### src/rtl/uart_rx_fifo.sv
// Receive-side byte FIFO behind the UART receiver: show-ahead valid/ready
// output with a sticky overflow flag and a saturating dropped-byte counter.
module uart_rx_fifo #(
    parameter int DATA_W = 8,
    parameter int ADDR_W = 4
) (
    input  logic              clk,
    input  logic              rst,
    input  logic [DATA_W-1:0] rx_data,
    input  logic              rx_valid,
    output logic [DATA_W-1:0] dout,
    output logic              dout_valid,
    input  logic              dout_ready,
    output logic [ADDR_W:0]   count,
    output logic              full,
    output logic              empty,
    output logic              overflow,
    input  logic              ovf_clr,
    output logic [7:0]        drop_cnt
);

    localparam int DEPTH = 2 ** ADDR_W;
    localparam logic [ADDR_W:0] PTR_ONE = {{ADDR_W{1'b0}}, 1'b1};

    logic [DATA_W-1:0] r_mem [DEPTH];
    logic [ADDR_W:0]   r_wr_ptr;
    logic [ADDR_W:0]   r_rd_ptr;
    logic [ADDR_W:0]   r_count;
    logic              r_overflow;
    logic [7:0]        r_drop_cnt;

    logic w_empty;
    logic w_full;
    logic w_push;
    logic w_pop;
    logic w_drop;

    assign w_empty = (r_wr_ptr == r_rd_ptr);
    assign w_full  = (r_wr_ptr[ADDR_W-1:0] == r_rd_ptr[ADDR_W-1:0]) &&
                     (r_wr_ptr[ADDR_W] != r_rd_ptr[ADDR_W]);

    // A pop in the same cycle frees a slot, so a full FIFO still accepts.
    assign w_pop  = !w_empty && dout_ready;
    assign w_push = rx_valid && (!w_full || w_pop);
    assign w_drop = rx_valid && w_full && !w_pop;

    always_ff @(posedge clk) begin
        if (w_push) begin
            r_mem[r_wr_ptr[ADDR_W-1:0]] <= rx_data;
        end
    end

    always_ff @(posedge clk or negedge rst) begin
        if (!rst) begin
            r_wr_ptr <= '0;
            r_rd_ptr <= '0;
        end else begin
            if (w_push) begin
                r_wr_ptr <= r_wr_ptr + PTR_ONE;
            end
            if (w_pop) begin
                r_rd_ptr <= r_rd_ptr + PTR_ONE;
            end
        end
    end

    always_ff @(posedge clk or negedge rst) begin
        if (!rst) begin
            r_count <= '0;
        end else begin
            unique case ({w_push, w_pop})
                2'b10:   r_count <= r_count + PTR_ONE;
                2'b01:   r_count <= r_count - PTR_ONE;
                default: r_count <= r_count;
            endcase
        end
    end

    // A drop in the clearing cycle wins: the flag stays set, counter restarts at 1.
    always_ff @(posedge clk or negedge rst) begin
        if (!rst) begin
            r_overflow <= 1'b0;
            r_drop_cnt <= 8'd0;
        end else if (w_drop) begin
            r_overflow <= 1'b1;
            if (ovf_clr) begin
                r_drop_cnt <= 8'd1;
            end else if (r_drop_cnt != 8'hFF) begin
                r_drop_cnt <= r_drop_cnt + 8'd1;
            end
        end else if (ovf_clr) begin
            r_overflow <= 1'b0;
            r_drop_cnt <= 8'd0;
        end
    end

    assign dout       = w_empty ? '0 : r_mem[r_rd_ptr[ADDR_W-1:0]];
    assign dout_valid = !w_empty;
    assign count      = r_count;
    assign full       = w_full;
    assign empty      = w_empty;
    assign overflow   = r_overflow;
    assign drop_cnt   = r_drop_cnt;

endmodule
### config.mk
export PLATFORM = sky130hd
export DESIGN_NAME = uart_rx_fifo
export DESIGN_NICKNAME = d
export VERILOG_FILES = /design/src/rtl/uart_rx_fifo.sv
export SDC_FILE = /design/constraint.sdc
export NUM_CORES = 1
export LEC_CHECK = 0
export BUFFER_PORTS_ARGS = -buffer_cell sky130_fd_sc_hd__buf_2
export CAP_MARGIN = 40
export CORE_MARGIN = 5
export CORE_UTILIZATION = 45
export CTS_CLUSTER_SIZE = 40
export DETAILED_ROUTE_END_ITERATION = 10
export PLACE_DENSITY = 0.61
export SETUP_SLACK_MARGIN = 0.1
export SLEW_MARGIN = 0
export SYNTH_ARGS = -nofsm -noshare
export SYNTH_HDL_FRONTEND = slang
export SYNTH_SLANG_ARGS = --single-unit
### constraint.sdc
create_clock -name clk -period 2.65 [get_ports clk]
set_clock_uncertainty 0.05 [all_clocks]
set_input_delay 0.1325 -clock clk [delete_from_list [all_inputs] [get_ports clk]]
set_output_delay 0.1325 -clock clk [all_outputs]
set_load 0.05 [all_outputs]
======== Word-level counts from Yosys, hierarchy flattened ========
Memories as Yosys holds them, arrays and structs flattened.
Cells that the tools add are included.
W data, S select, Z words.
cells by class
  add/sub/neg operators ................... 5
  equal/unequal tests ..................... 6
  mux-type cells .......................... 10
  reduce and logical (&&, ||, !) cells .... 13
operators with widths
  operator               number
  $mux W8                5
  $add A5 B1 Y5 const B  3
  $pmux W5 S2            1
  $add A8 B1 Y8 const B  1
  $ne A8 B8 Y1 const B   1
  $reduce_bool A2 Y1     3
  $eq A5 B5 Y1           1
  $logic_and A1 B1 Y1    5
  $sub A5 B1 Y5 const B  1
  $eq A4 B4 Y1           1
  $mux W1                4
  $logic_not A1 Y1       3
  $eq A2 B1 Y1 const B   1
  $eq A2 B2 Y1 const B   1
  $reduce_and A2 Y1      1
  $logic_or A1 B1 Y1     1
  $ne A1 B1 Y1           1
storage, ports and cells
  register bits after elaboration ......... 24
  memory bits (writable) .................. 128
  input port bits ......................... 13
  output and inout bits ................... 25
  word-level logic and storage cells ...... 40
  memories ................................ 1
memory list
  memory  words  width  rd ports  clocked after memory_dff  wr ports  RTL line  source
  r_mem   16     8      1         0                         1         25        logic [DATA_W-1:0] r_mem [DEPTH];

======== Logic depth before layout (Yosys ltp) ========
  word-level depth ........................ 7
  mapped depth ............................ 11
  depth with buffers taken out ............ 10

======== Worst setup path after synthesis ========
No wires, ideal clock.
  kind .................................... register to output
  start ................................... register r_rd_ptr[0]
  end ..................................... output dout[0]
  arrival ................................. 2.467 ns
  required time ........................... 2.467 ns
  setup slack ............................. 0.000 ns
  stages on the path, launching flop included .. 7
  buffers on the path ..................... 1
  cell sequence ........................... dfrtp_1 buf_2 xnor2_2 and4_1 nand2_1 inv_2 a21oi_1
between the ends
  word-level cells in the longest chain between the ends .. 2
  elaborated cells between the ends (all ways) .. 3
  classes of those cells .................. eq/ne (1); mux (1); memory (1)
RTL lines
  what                    RTL line  source
  from (decl)             27        logic [ADDR_W:0] r_rd_ptr;
  from (signal assigned)  62        r_rd_ptr <= r_rd_ptr + PTR_ONE;
  $eq A5 B5 Y1            38        assign w_empty = (r_wr_ptr == r_rd_ptr);
  named net empty         16        output logic empty,
  $mux W8                 97        assign dout = w_empty ? '0 : r_mem[r_rd_ptr[ADDR_W-1:0]];
  to (decl)               11        output logic [DATA_W-1:0] dout,
The timed path passes the listed nets, and every way through them passes these cells.

======== Final worst setup path ========
  start ................................... register r_rd_ptr[0]
  end ..................................... output dout[1]
between the ends
  word-level cells in the longest chain between the ends .. 2
  elaborated cells between the ends (all ways) .. 3
  classes of those cells .................. eq/ne (1); mux (1); memory (1)
RTL lines
  what                                            RTL line
  $mem_v2 Z16 W8 or $eq A5 B5 Y1 (tied branches)  --
  $mux W8 *                                       97
Every way passes the cells marked *; elsewhere a longest branch is shown, timed or not.

==> results.py <==
metrics = {
    "outcome": {
        "status": "complete, no violations",
    },
    "yosys": {
        "yosys.area.top_type_share": 0.5993,
        "syn-num-nets": 378,
        "synthTopCellsByArea": "edfxtp_1 (60%), mux4_2 (11%), dfrtp_1 (9.4%)",
        "yosysWarnings": 0,
        "yosys.area.top_type": "edfxtp_1",
        "yosys_register_bits": 152,
        "synth_cells": 355,
        "ys_seq_area_frac": 0.6929,
        "syn_avg_cell_area_um2": 18.07,
        "ys_types": 43,
        "netlist_area_mm2": 0.006414,
    },
    "floorplanning": {
        "die_height_um": 129.4,
        "core_area_mm2": 0.01393,
        "rows": 43,
        "dieArea_mm2": 0.01674,
        "start_util": 0.4603,
        "die_x_um": 129.4,
        "ios": 38,
    },
    "grt": {
        "grt_max_degree": 36,
        "grt_pass1_wl_um": 20780,
        "grt_antenna_before_repair": 1,
        "grt.total_usage": 0.1726,
        "grt_pass1_vias": 3551,
        "overflow": 0,
    },
    "worst_hold_path": {
        "worstHoldStart": "dout_ready",
        "hold_class": "input port to register",
        "hold_depth": 3,
    },
    "setup_path": {
        "start_kind": "register",
        "reg2reg_slack_ns": 0.29,
        "critPathMaxStageDelay_ns": 0.54,
        "crit_arrival_ns": 2.31,
        "end_kind": "output port",
        "crit_family": "multiplexers",
        "crit_path_start": "r_rd_ptr[0]",
        "worst-setup-path-type": "register to output port",
        "cp.required_ns": 2.47,
        "r2r_cells": 10,
        "crit_slowest_cell": "mux4_2",
        "worstSetupPathDepth": 5,
        "crit_fanout": 18,
        "regToRegStartpoint": "r_rd_ptr[3]",
        "worst-path-buf-inv": 2,
        "crit_chain": "buf_16, mux4_2, a22oi_1, a21oi_1, buf_2",
    },
    "final_layout": {
        "final_common_cell": "edfxtp_1",
        "diodes": 0,
        "nets": 447,
        "area_delta_synth_final_pct": 17.81,
        "drive_gt1_frac": 0.3318,
        "final_cell_mix": "edfxtp_1 (128), buf_2 (37), mux4_2 (32), buf_4 (26), dfrtp_1 (22)",
        "finalNonFillerCells": 617,
    },
    "timing": {
        "final_max_slew_viol_count": 0,
        "fmaxAchievable_ghz": 0.4011,
        "tightest_slew_ns": 0.6022,
        "setup_viol": 0,
        "fin_tns_setup_ns": 0,
        "maxSlewHeadroom": 0.5958,
        "fin_crit_ns": 2.493,
        "hold_violations": 0,
        "fin_ws_ns": 0.1570,
        "post-route-period-util": 0.9407,
        "rsz0062_at_grt": "true",
    },
    "placement": {
        "pre_cts_ws_ns": 0.2164,
        "routabilityCongestion": 0.7525,
        "dp.cells": 581,
        "dp_hpwl_um": 8614,
        "port_buffers": 37,
    },
    "route": {
        "via_per_inst": 5.575,
        "drc_errors": 0,
        "drt_iter0_markers": 330,
        "wirelength_um": 13680,
        "vias": 3440,
        "dr.pass1.iters": 4,
        "drtAntennaViolNets": 0,
        "wire_per_inst_um": 22.18,
    },
    "power_and_ir_drop": {
        "leakagePower_nw": 2.726,
        "total_power_mw": 8.843,
        "vdd_drop_max_v": 0.0005133,
        "powerDensity_mw_per_mm2": 1170,
    },
    "clocking": {
        "cts.sinks": 152,
        "cts.reportedPaths.clkPinSlew_ns": 0.06,
        "postCtsSetupBuffers": 0,
        "cts_buffers": 17,
        "clk_path_buf_depth": 2,
        "htreeDepth": 4,
        "cts_root_buf": "clkbuf_16",
        "cts_tree": "done",
        "clk_latency_ns": 0.42,
    },
    "flow_run": {
        "maxCapViolCount": 0,
    },
}
[tightest hold or removal path: cells and delay by family]
kind                      cells  cell delay (ns)
buffers and inverters         1             0.14
and+or+nand+nor               1             0.10
xor gates and xnor gates      1             0.07
[metal layers]
layer	part of all wire	up-vias	track usage
met3	0.056	21	0.04040
met5	0.00051	-	0
met1	0.42	1775	0.2277
met2	0.50	93	0.2814
met4	0.020	2	0.06424
li1	-	1549	-
[cell families after synthesis]
family / after synthesis / synth area share
compound gates: 41 / 0.04545
xor+xnor: 22 / 0.03590
fa+ha+maj: 10 / 0.02068
buf+inv: 23 / 0.01541
flops: 152 / 0.6929
mux: 40 / 0.1258
simple gates: 67 / 0.06379
[path summary, 6_finish.rpt]
check / end
max: dout[1]
min: r_rd_ptr[4]
max reg2reg: count[4]
min reg2reg: count[4]
max in group asynchronous: r_rd_ptr[0]
min in group asynchronous: drop_cnt[7]
[power breakdown]
group          leakage, nW  internal [mW]  total, mW  switching (mW)
clock network        0.239           1.19       2.10           0.912
logic                 1.03           1.37       3.59            2.22
registers             1.46           2.93       3.15           0.223
total                 2.73           5.49       8.84            3.35
[timing repair]
item                                    CTS  global route
hold buffers                              2             0
hold endpoints to repair                 32             0
endpoints found under the setup margin    0             5
resized for setup                         0             5
[sequential cells by signal, summed over array words and instances (netlist names)]
| register | flops |
|---|---|
| r_mem | 128 |
| drop_cnt | 8 |
| count | 5 |
| r_rd_ptr | 5 |
| r_wr_ptr | 5 |
| overflow | 1 |
[final cells by class]
cell class | instances | area (um^2)
well taps | 180 | 225.2
fillers | 1123 | 6379
inverters | 5 | 18.77
clock inverters | 11 | 73.82
flip-flops and latches | 152 | 4447
clock buffers | 21 | 440.4
repair buffers | 68 | 464.2
multi-input cells | 180 | 1887
[per-stage QoR]
stage	instance area, um^2	utilization	hold WS (ns)
6_report	7556	0.5422	0.01981
5_1_grt	7556	0.5422	0.02138
4_1_cts	7497	0.5380	0.002709
3_5_place_dp	6963	0.4997	0.1133
3_3_place_gp	6963	0.4997	0.1034
2_1_floorplan	6419	-	-0.2131
[Yosys cell counts, drive strengths merged]
cell type    n
o21a         1
nor2        15
nor4b        2
dfrtp       24
buf         12
nor4         2
nand2        9
o21ai        7
and3        16
mux2         5
a22oi       16
inv          5
edfxtp     128
ha           9
a21oi        9
xnor2       15
a31oi        2
nor2b        6
nor3         2
xor2         7
nand4        4
and4         2
o22ai        1
a311oi       1
nand3        4
mux2i        3
and2         2
a21o         3
fa           1
clkbuf       6
mux4        32
nand2b       3
o211ai       1
Note: power is estimated with default switching activity, not from simulation.
